### src/rtl/writeback_queue.sv
// Write-side front end for the register file: an in-order FIFO that takes up to two writes per clock
// (load first, then ALU) and drains one per clock to RegWr/RW/BusW. Optional bypass lookup: WBQ_BYPASS_EN.
module writeback_queue #(
    parameter int DEPTH      = 4,
    parameter int DATA_WIDTH = 64,
    parameter int ADDR_WIDTH = 5
) (
    input  logic                  Clk,
    input  logic                  Reset,
    input  logic                  AluValid,
    input  logic [ADDR_WIDTH-1:0] AluRd,
    input  logic [DATA_WIDTH-1:0] AluData,
    input  logic                  MemValid,
    input  logic [ADDR_WIDTH-1:0] MemRd,
    input  logic [DATA_WIDTH-1:0] MemData,
    output logic                  Stall,
    output logic                  RegWr,
    output logic [ADDR_WIDTH-1:0] RW,
    output logic [DATA_WIDTH-1:0] BusW,
    input  logic [ADDR_WIDTH-1:0] LookupReg,
    output logic                  LookupHit,
    output logic [DATA_WIDTH-1:0] LookupData
);

    localparam int PW = $clog2(DEPTH);
    localparam int CW = PW + 1;
    localparam logic [ADDR_WIDTH-1:0] XZR = '1;

    logic [ADDR_WIDTH-1:0] entryRd   [DEPTH];
    logic [DATA_WIDTH-1:0] entryData [DEPTH];
    logic [PW-1:0]         head;
    logic [PW-1:0]         tail;
    logic [CW-1:0]         count;

    logic          memEnq;
    logic          aluEnq;
    logic          deq;
    logic [PW-1:0] aluSlot;

    // Handshake: a producer's request is taken at the edge only while Stall=0; while Stall=1 the
    // producer holds its request unchanged. Stall depends only on count, never on incoming requests.
    assign Stall   = (count > CW'(DEPTH - 2));
    assign memEnq  = MemValid && !Stall && (MemRd != XZR);
    assign aluEnq  = AluValid && !Stall && (AluRd != XZR);
    assign deq     = (count != '0);
    assign aluSlot = tail + PW'(memEnq);

    always_ff @(posedge Clk) begin
        if (Reset) begin
            head  <= '0;
            tail  <= '0;
            count <= '0;
            RegWr <= 1'b0;
            RW    <= '0;
            BusW  <= '0;
        end else begin
            if (memEnq) begin
                entryRd[tail]   <= MemRd;
                entryData[tail] <= MemData;
            end
            if (aluEnq) begin
                entryRd[aluSlot]   <= AluRd;
                entryData[aluSlot] <= AluData;
            end
            tail  <= tail + PW'(memEnq) + PW'(aluEnq);
            count <= count + CW'(memEnq) + CW'(aluEnq) - CW'(deq);
            RegWr <= deq;
            if (deq) begin
                RW   <= entryRd[head];
                BusW <= entryData[head];
                head <= head + PW'(1);
            end
        end
    end

`ifdef WBQ_BYPASS_EN
    // Output register has lowest priority; FIFO scanned oldest to youngest so the youngest match wins.
    always_comb begin
        logic [PW-1:0] idx;
        LookupHit  = 1'b0;
        LookupData = '0;
        idx        = '0;
        if (RegWr && (RW == LookupReg)) begin
            LookupHit  = 1'b1;
            LookupData = BusW;
        end
        for (int i = 0; i < DEPTH; i++) begin
            idx = head + PW'(i);
            if ((CW'(i) < count) && (entryRd[idx] == LookupReg)) begin
                LookupHit  = 1'b1;
                LookupData = entryData[idx];
            end
        end
        if (LookupReg == XZR) begin
            LookupHit  = 1'b0;
            LookupData = '0;
        end
    end
`else
    logic unusedLookup;
    assign unusedLookup = ^LookupReg;
    assign LookupHit    = 1'b0;
    assign LookupData   = '0;
`endif

endmodule

### config.mk
export PLATFORM = sky130hd
export DESIGN_NAME = writeback_queue
export DESIGN_NICKNAME = d
export VERILOG_FILES = /design/src/rtl/writeback_queue.sv
export SDC_FILE = /design/constraint.sdc
export NUM_CORES = 1
export LEC_CHECK = 0
export BUFFER_PORTS_ARGS = -buffer_cell sky130_fd_sc_hd__buf_2
export CORE_ASPECT_RATIO = 0.75
export CORE_MARGIN = 8
export CORE_UTILIZATION = 45
export CTS_CLUSTER_DIAMETER = 50
export DETAILED_ROUTE_END_ITERATION = 12
export GPL_ROUTABILITY_DRIVEN = 0
export HOLD_SLACK_MARGIN = 0.1
export PLACE_DENSITY = 0.69
export SYNTH_ARGS = -nofsm -noshare
export SYNTH_HDL_FRONTEND = slang
export SYNTH_SLANG_ARGS = --single-unit
### constraint.sdc
create_clock -name Clk -period 4.7 [get_ports Clk]
set_input_delay 0.94 -clock Clk [delete_from_list [all_inputs] [get_ports Clk]]
set_output_delay 0.94 -clock Clk [all_outputs]
set_load 0.005 [all_outputs]
=== Word-level counts from Yosys, hierarchy flattened ===
Memory sizes are Yosys's and may differ from the RTL's. A register that Yosys moved wholly into a read port is not among the register bits.
Index checks and enable logic that the tools add are counted.

* RAM bits: 276
* Register bits: 8
* Memories: 2
* Output and inout port bits: 136
* Word-level logic and storage cells: 27

{| class="wikitable"
|+ Memory list
! name !! words !! width !! rd ports !! clocked after memory_dff !! write ports !! RTL line !! source
|-
| entryData || 4 || 64 || 1 || 1 || 2 || 30 || <nowiki>logic [DATA_WIDTH-1:0] entryData [DEPTH];</nowiki>
|-
| entryRd || 4 || 5 || 1 || 1 || 2 || 29 || <nowiki>logic [ADDR_WIDTH-1:0] entryRd [DEPTH];</nowiki>
|}

* Order comparisons: 1
* Eq/ne operators: 2
* $add $sub $neg: 6
* Reductions and logical operators: 6
* Mux-type cells: 6

{| class="wikitable"
|+ Operators with widths
! operator !! count
|-
| 5-bit != test (second input constant) || 2
|-
| 3-bit by 1-bit adder with 3-bit output || 2
|-
| 1-bit 2-to-1 mux || 6
|-
| 2-bit by 1-bit adder with 2-bit output || 2
|-
| 1-bit logical AND || 4
|-
| 3-bit by 2-bit greater-than comparator with 1-bit output (second input constant) || 1
|-
| 3-bit nonzero test || 1
|-
| 3-bit by 1-bit subtractor with 3-bit output || 1
|-
| 2-bit by 1-bit adder with 2-bit output (second input constant) || 1
|-
| 1-bit logical NOT || 1
|}

=== Depth between registers and ports, before layout ===
Gate-level depths: netlist (run 1).

* Word-level depth: 7
* Gate-level depth with buffers: 10

=== Worst setup path before layout (run 1) ===
No wires, ideal clock.

* Kind: input to register
* Start point: input MemRd[2]
* End point: memory entryData[2][0], enable pin
* Required time: 4.274 ns
* Path slack: 0.232 ns
* Setup time: 0.426 ns
* Stages on the path: 8
* Data arrival time: 4.042 ns
* Cells stage by stage: nand3_1 > o221ai_1 > inv_1 > ha_1 > or3_1 > nor3_4 > buf_6 > a21o_1

{| class="wikitable"
|+ RTL lines
! element !! RTL line !! source
|-
| from (decl) || 14 || <nowiki>input logic [ADDR_WIDTH-1:0] MemRd,</nowiki>
|-
| to (decl) || 30 ||
|}

==> results of run 1 <==
-- through the flow --
| step | std cells | setup slack, ns | total power (W) |
|---|---|---|---|
| finish | 1837 | 1.28 | 0.0112 |
| global route | 1834 | 1.11 | 0.0118 |
| CTS | 1832 | 1.29 | 0.0113 |
| detailed placement | 1757 | 0.887 | 0.00810 |
| global placement | 1757 | 0.937 | 0.00802 |
| floorplan | 1155 | 0.232 | 0.00690 |
-- cell usage after synthesis, types with 3 or more instances --
cell type and count:
a21oi_1 69, buf_2 8, buf_4 65, buf_6 28
clkbuf_1 31, dfxtp_1 77, edfxtp_1 276, ha_1 4
inv_1 9, mux2_1 41, mux2_2 235, mux4_2 69
nand2_1 141, nor2_1 9, nor3_4 4, xor2_1 3
-- cell type report --
| class | instances | area (um2) |
|---|---|---|
| fillers | 3133 | 17500 |
| flip-flops and latches | 353 | 9840 |
| multi-input cells | 660 | 6180 |
| repair buffers | 230 | 1320 |
| clock buffers | 55 | 1160 |
| well taps | 504 | 631 |
| clock inverters | 20 | 204 |
| inverters | 10 | 38.8 |
| diodes | 5 | 12.5 |
-- layer usage --
| metal | global-route usage [%] | vias up | share of wire (%) |
|---|---|---|---|
| li1 | - | 4425 | - |
| met1 | 23.0 | 4862 | 42 |
| met2 | 31.8 | 258 | 50 |
| met3 | 4.02 | 57 | 5.8 |
| met4 | 4.32 | 10 | 1.7 |
| met5 | 0 | - | 0.12 |
-- power by group through the flow --
| stage | logic (W) | clock network [W] | registers (W) |
|---|---|---|---|
| after floorplan | 0.00239 | 0 | 0.00451 |
| after global placement | 0.00334 | 0 | 0.00468 |
| after detailed placement | 0.00339 | 0 | 0.00472 |
| after CTS | 0.00341 | 0.00327 | 0.00466 |
| after global routing | 0.00365 | 0.00338 | 0.00472 |
| final | 0.00333 | 0.00320 | 0.00463 |
-- path summary, 6_finish.rpt --
kind / start / to / slack [ns] / depth (start not counted)
worst min-delay path: BusW[41] / BusW[41] / 0.45 / 2
worst min register to register: BusW[41] / BusW[41] / 0.45 / 2
worst max-delay path: count[2] / entryData[0][31] / 1.28 / 9
worst max register to register: count[2] / entryData[0][31] / 1.28 / 9
-- flip-flops by register name, indices dropped and copies added (netlist names) --
signal / cells
RegWr: 1
tail: 2
BusW: 64
entryData: 256
head: 2
RW: 5
entryRd: 20
count: 3
-- cell families (layout without fill, tap and decap cells) --
group,count (synthesis),count (layout)
adders and majority gates,6,6
and+or+nand+nor,164,164
xor gates and xnor gates,5,5
muxes,345,345
other,1,70
DFF,353,353
AOI/OAI and AO/OA,75,75
buffers and inverters,142,315
-- worst min-delay path, stage by stage (launching register included) --
cell	delay (ns)
dfxtp_1	0.30
nand2_1	0.05
a21oi_1	0.05
==> flow_metrics.tcl, run 1 <==
set metrics [dict create \
    core_area_um2 36900 \
    rsz0062_at_grt "no" \
    critPathMaxFanout 69 \
    synth_area_leader_cell "edfxtp_1" \
    pwr-share-seq_pct 41.5 \
    max_cap_violations 0 \
    final-max-slew-violation-count 0 \
    p_clk_share_pct 28.7 \
    arrival_ns 3.69 \
    detail_route.wl_per_cell_um 22.1 \
    synth_top_family_by_area "multiplexers" \
    layout_commonest_cell "edfxtp_1" \
    ys.flop_type "edfxtp_1" \
    postCtsSetupRepairBufs 0 \
    die_area_um2 43700 \
    overflow 0 \
    leakagePower_nw 6.97 \
    yosysWarnings 0 \
    post-dp-hpwl_mm 23.4 \
    grt.total_usage_pct 18.2 \
    crit_buf_inv 3 \
    place_area_um2 18000 \
    drt_iter0_drc 698 \
    synth_xor_area_share_pct 0.262 \
    syn_inst 1091 \
    yosysSeqAreaShare_pct 58.7 \
    h-tree-depth 2 \
    layout-drive-gt1-share_pct 46.0 \
    top_level_ports 283 \
    skew_ns 0.0226 \
    slew_headroom_pct 33.5 \
    clock-sinks 353 \
    clk_path_buf_depth 3 \
    synthArstFlopShare_pct 0 \
    critPathMaxStageDelay_ns 0.48 \
    antenna_found_initial 9 \
    muxShareOfSynthArea_pct 27.9 \
    clock_latency_ns 0.54 \
    tightest_slew_ns 0.998 \
    hp-class "flip-flop to flip-flop" \
    ys_ff_latch 353 \
    grt_pass1_vias 10400 \
    switchingPower_w 0.00349 \
    power_density_nw_per_um2 576 \
    postCtsHoldBufs 0 \
    endpoint_kind "flip-flop" \
    final.setup.tns_ns 0 \
    cts_root_buf "clkbuf_16" \
    setup_viol 0 \
    final_hold_viol_count 0 \
    via_per_inst 5.23 \
    cts_tree "built" \
    synth_top_cell_area_share_pct 49.5 \
    drc 0 \
    fp.dieH_um 183 \
    fin_crit_sh_pct 72.8 \
    synth_compound_area_share_pct 2.43 \
    worst-endpoint-required_ns 4.97 \
    critical_path.top_delay_family "simple AND/OR/NAND/NOR gates" \
    min_period_ns 3.42 \
    grt_max_degree 72 \
    timing.fmax_ghz 0.292 \
    synthDistinctLibCells 31 \
    intPower_w 0.00767 \
    drtAntennaViolNets 0 \
    syn_area_um2 16700 \
    status "finished clean" \
    synth_fa_ha_area_share_pct 0.538 \
    switching_share_pct 31.3 \
    stdcell_area_um2 19400 \
    initial_core_util_pct 45.4 \
    synth_simple_gate_area_share_pct 4.19 \
    cts_resized 0 \
    path_cells "inv_1 -> ha_1 -> o221ai_1 -> inv_1 -> ha_1 -> or3_1 -> nor3_4 -> buf_12 -> mux2_2" \
    drt-total-wl_mm 40.6 \
    avgSynthCellArea_um2 15.3 \
    clk_pin_slew_worst_paths_ns 0.06 \
    peakVddDrop_v 0.000401 \
    fin_nets 1449 \
    area_growth_pct 15.9 \
    drtPass1Iterations 4 \
    synth-edff-count 276 \
    post-route-util_pct 52.6 \
    final_cell_mix "edfxtp_1 (276), mux2_2 (235), buf_2 (211), nand2_1 (141), dfxtp_1 (75)" \
    start_kind "flip-flop" \
    grt_pass1_wl_mm 61.6 \
    die_x_um 239 \
    synth.area.top_cells "edfxtp_1 (50%), mux2_2 (16%), mux4_2 (9.3%)" \
    p_comb_share_pct 29.8 \
    timing.hold.ws_ns 0.447 \
    vias 9612 \
    port_buffers 212 \
    criticalPathCategory "flip-flop to flip-flop" \
    fp-row-count 61 \
    critical-path-slowest-cell "or3_1" \
    cts_made_buffers 41 \
]
No activity file was read; power rests on OpenSTA's default activity.
==> run 2, diff against run 1 <==
--- a/config.mk
+++ b/config.mk
@@ -13,7 +13,7 @@
 export DETAILED_ROUTE_END_ITERATION = 12
 export GPL_ROUTABILITY_DRIVEN = 0
 export HOLD_SLACK_MARGIN = 0.1
-export PLACE_DENSITY = 0.69
+export PLACE_DENSITY = 0.66
 export SYNTH_ARGS = -nofsm -noshare
 export SYNTH_HDL_FRONTEND = slang
 export SYNTH_SLANG_ARGS = --single-unit
==> constraint.sdc (replaced) <==
create_clock -name Clk -period 3.2 [get_ports Clk]
set_input_delay 0.64 -clock Clk [delete_from_list [all_inputs] [get_ports Clk]]
set_output_delay 0.64 -clock Clk [all_outputs]
set_load 0.005 [all_outputs]
==> run 2 against run 1 <==
  * Die area stayed put
  * First-iteration DRC count down 25%
  * Final area up 2.6%
  * Maximum frequency grew 14%
  * Clock power is 46% higher
  * Non-clock buffer count up 32
  * Utilization grew 1.4 points
  * Sequential power increased by 45%
  * Largest power group unchanged
  * Count of clock-buffer cells in the layout fell by 4
  * Flip-flop and latch count is the same
==> flow_metrics.tcl, run 2 (synthesis gave the netlist of run 1 again) <==
set metrics [dict create \
    power_density_nw_per_um2 838 \
    grt_pass1_vias 10400 \
    p_clk_share_pct 27.9 \
    setup_viol 0 \
    critical_path.top_delay_family "simple AND/OR/NAND/NOR gates" \
    post-dp-hpwl_mm 25.9 \
    die_area_um2 43700 \
    cts_root_buf "clkbuf_16" \
    overflow 0 \
    fp.dieH_um 183 \
    detail_route.wl_per_cell_um 22.0 \
    intPower_w 0.0115 \
    worst-endpoint-required_ns 3.42 \
    max_cap_violations 0 \
    drtPass1Iterations 4 \
    min_period_ns 3.00 \
    slew_headroom_pct 34.1 \
    drtAntennaViolNets 0 \
    clk_pin_slew_worst_paths_ns 0.06 \
    peakVddDrop_v 0.000799 \
    largest_reg_flops 256 \
    switching_share_pct 30.9 \
    initial_core_util_pct 45.4 \
    post-route-util_pct 54.0 \
    tightest_slew_ns 0.988 \
    fin_crit_sh_pct 93.7 \
    drc 0 \
    rrSetupSlack_ns 0.20 \
    place_area_um2 18500 \
    h-tree-depth 2 \
    fillers 3069 \
    critical-path-slowest-cell "or3_1" \
    area_growth_pct 18.9 \
    top_register "entryData" \
    grt_pass1_wl_mm 61.7 \
    arrival_ns 3.21 \
    antenna_found_initial 15 \
    stdcell_area_um2 19900 \
    leakagePower_nw 7.18 \
    start_kind "flip-flop" \
    layout-drive-gt1-share_pct 47.4 \
    grt_max_degree 72 \
    layout_commonest_cell "edfxtp_1" \
    timing.fmax_ghz 0.334 \
    via_per_inst 5.18 \
    top_level_ports 283 \
    clock-sinks 353 \
    status "finished clean" \
    critPathMaxFanout 29 \
    crit_buf_inv 4 \
    port_buffers 212 \
    fp-row-count 61 \
    grt.total_usage_pct 18.3 \
    criticalPathCategory "flip-flop to flip-flop" \
    fin_nets 1480 \
    drt-total-wl_mm 41.2 \
    busiest_layer "met2" \
    power_w 0.0167 \
    use_met2_pct 30.5 \
    die_x_um 239 \
    postCtsSetupRepairBufs 0 \
    core_area_um2 36900 \
    cts_made_buffers 40 \
    vias 9681 \
    p_comb_share_pct 31.7 \
    pwr-share-seq_pct 40.4 \
    critPathMaxStageDelay_ns 0.47 \
    grtUsageMet1_pct 23.5 \
    rsz0062_at_grt "no" \
    timing.hold.ws_ns 0.434 \
    drt_iter0_drc 526 \
    final_hold_viol_count 0 \
    reg_top3 "entryData: 256 flops, BusW: 64 flops, entryRd: 20 flops" \
    final_cell_mix "edfxtp_1 (276), mux2_2 (235), buf_2 (211), nand2_1 (141), dfxtp_1 (75)" \
    cts_tree "built" \
    final-max-slew-violation-count 0 \
    clk_path_buf_depth 3 \
    path_cells "inv_1 -> ha_1 -> o221ai_2 -> inv_1 -> ha_1 -> or3_1 -> nor3_4 -> buf_4 -> a21o_4 -> buf_12" \
    hp-class "input port to flip-flop" \
    switchingPower_w 0.00516 \
    endpoint_kind "flip-flop" \
    skew_ns 0.00819 \
    met3_usage_pct 4.63 \
    clock_latency_ns 0.53 \
]
==> run 2: repair_timing <==
action,CTS,global route
hold buffers,0,0
gates resized for setup,0,2
endpoints found under the setup margin,0,20
==> run 2: final timing paths <==
kind / from / end / depth (start not counted)
worst max-delay path: count[2] / entryData[0][49] / 10
worst max register to register: count[2] / entryData[0][49] / 10
worst min-delay path: MemData[59] / entryData[2][59] / 2
worst min register to register: BusW[35] / BusW[35] / 2
==> run 2: metrics by stage <==
step	setup WS, ns	std cells	TNS [ns]
2_1_floorplan	0.00199	1155	0
3_3_place_gp	-0.0139	1789	-0.0275
3_5_place_dp	0.0000615	1789	0
4_1_cts	0.153	1861	0
5_1_grt	0.0280	1867	0
6_report	0.203	1870	0
==> run 2: routing by layer <==
metal	vias to the layer above	part of all wire (%)
met5	-	0.24
met4	18	1.9
met3	77	6.2
met2	238	49
met1	4860	43
li1	4488	-
==> run 2: layout make-up <==
cell class / count / area [um2] / share of cell area, %
sequential: 353 / 9840 / 49.4
multi-input combinational: 660 / 6190 / 31.1
timing repair buffer: 262 / 1840 / 9.26
clock buffer: 51 / 1110 / 5.60
tap: 504 / 631 / 3.17
clock inverter: 21 / 225 / 1.13
inverter: 10 / 38.8 / 0.195
antenna: 9 / 22.5 / 0.113
==> run 2: power by group through the flow <==
stage / registers, W / logic, W / clock network [W]
2_1_floorplan: 0.00660 / 0.00354 / 0
3_3_place_gp: 0.00682 / 0.00531 / 0
3_5_place_dp: 0.00685 / 0.00537 / 0
4_1_cts: 0.00676 / 0.00539 / 0.00476
5_1_grt: 0.00686 / 0.00575 / 0.00492
6_report: 0.00673 / 0.00529 / 0.00466
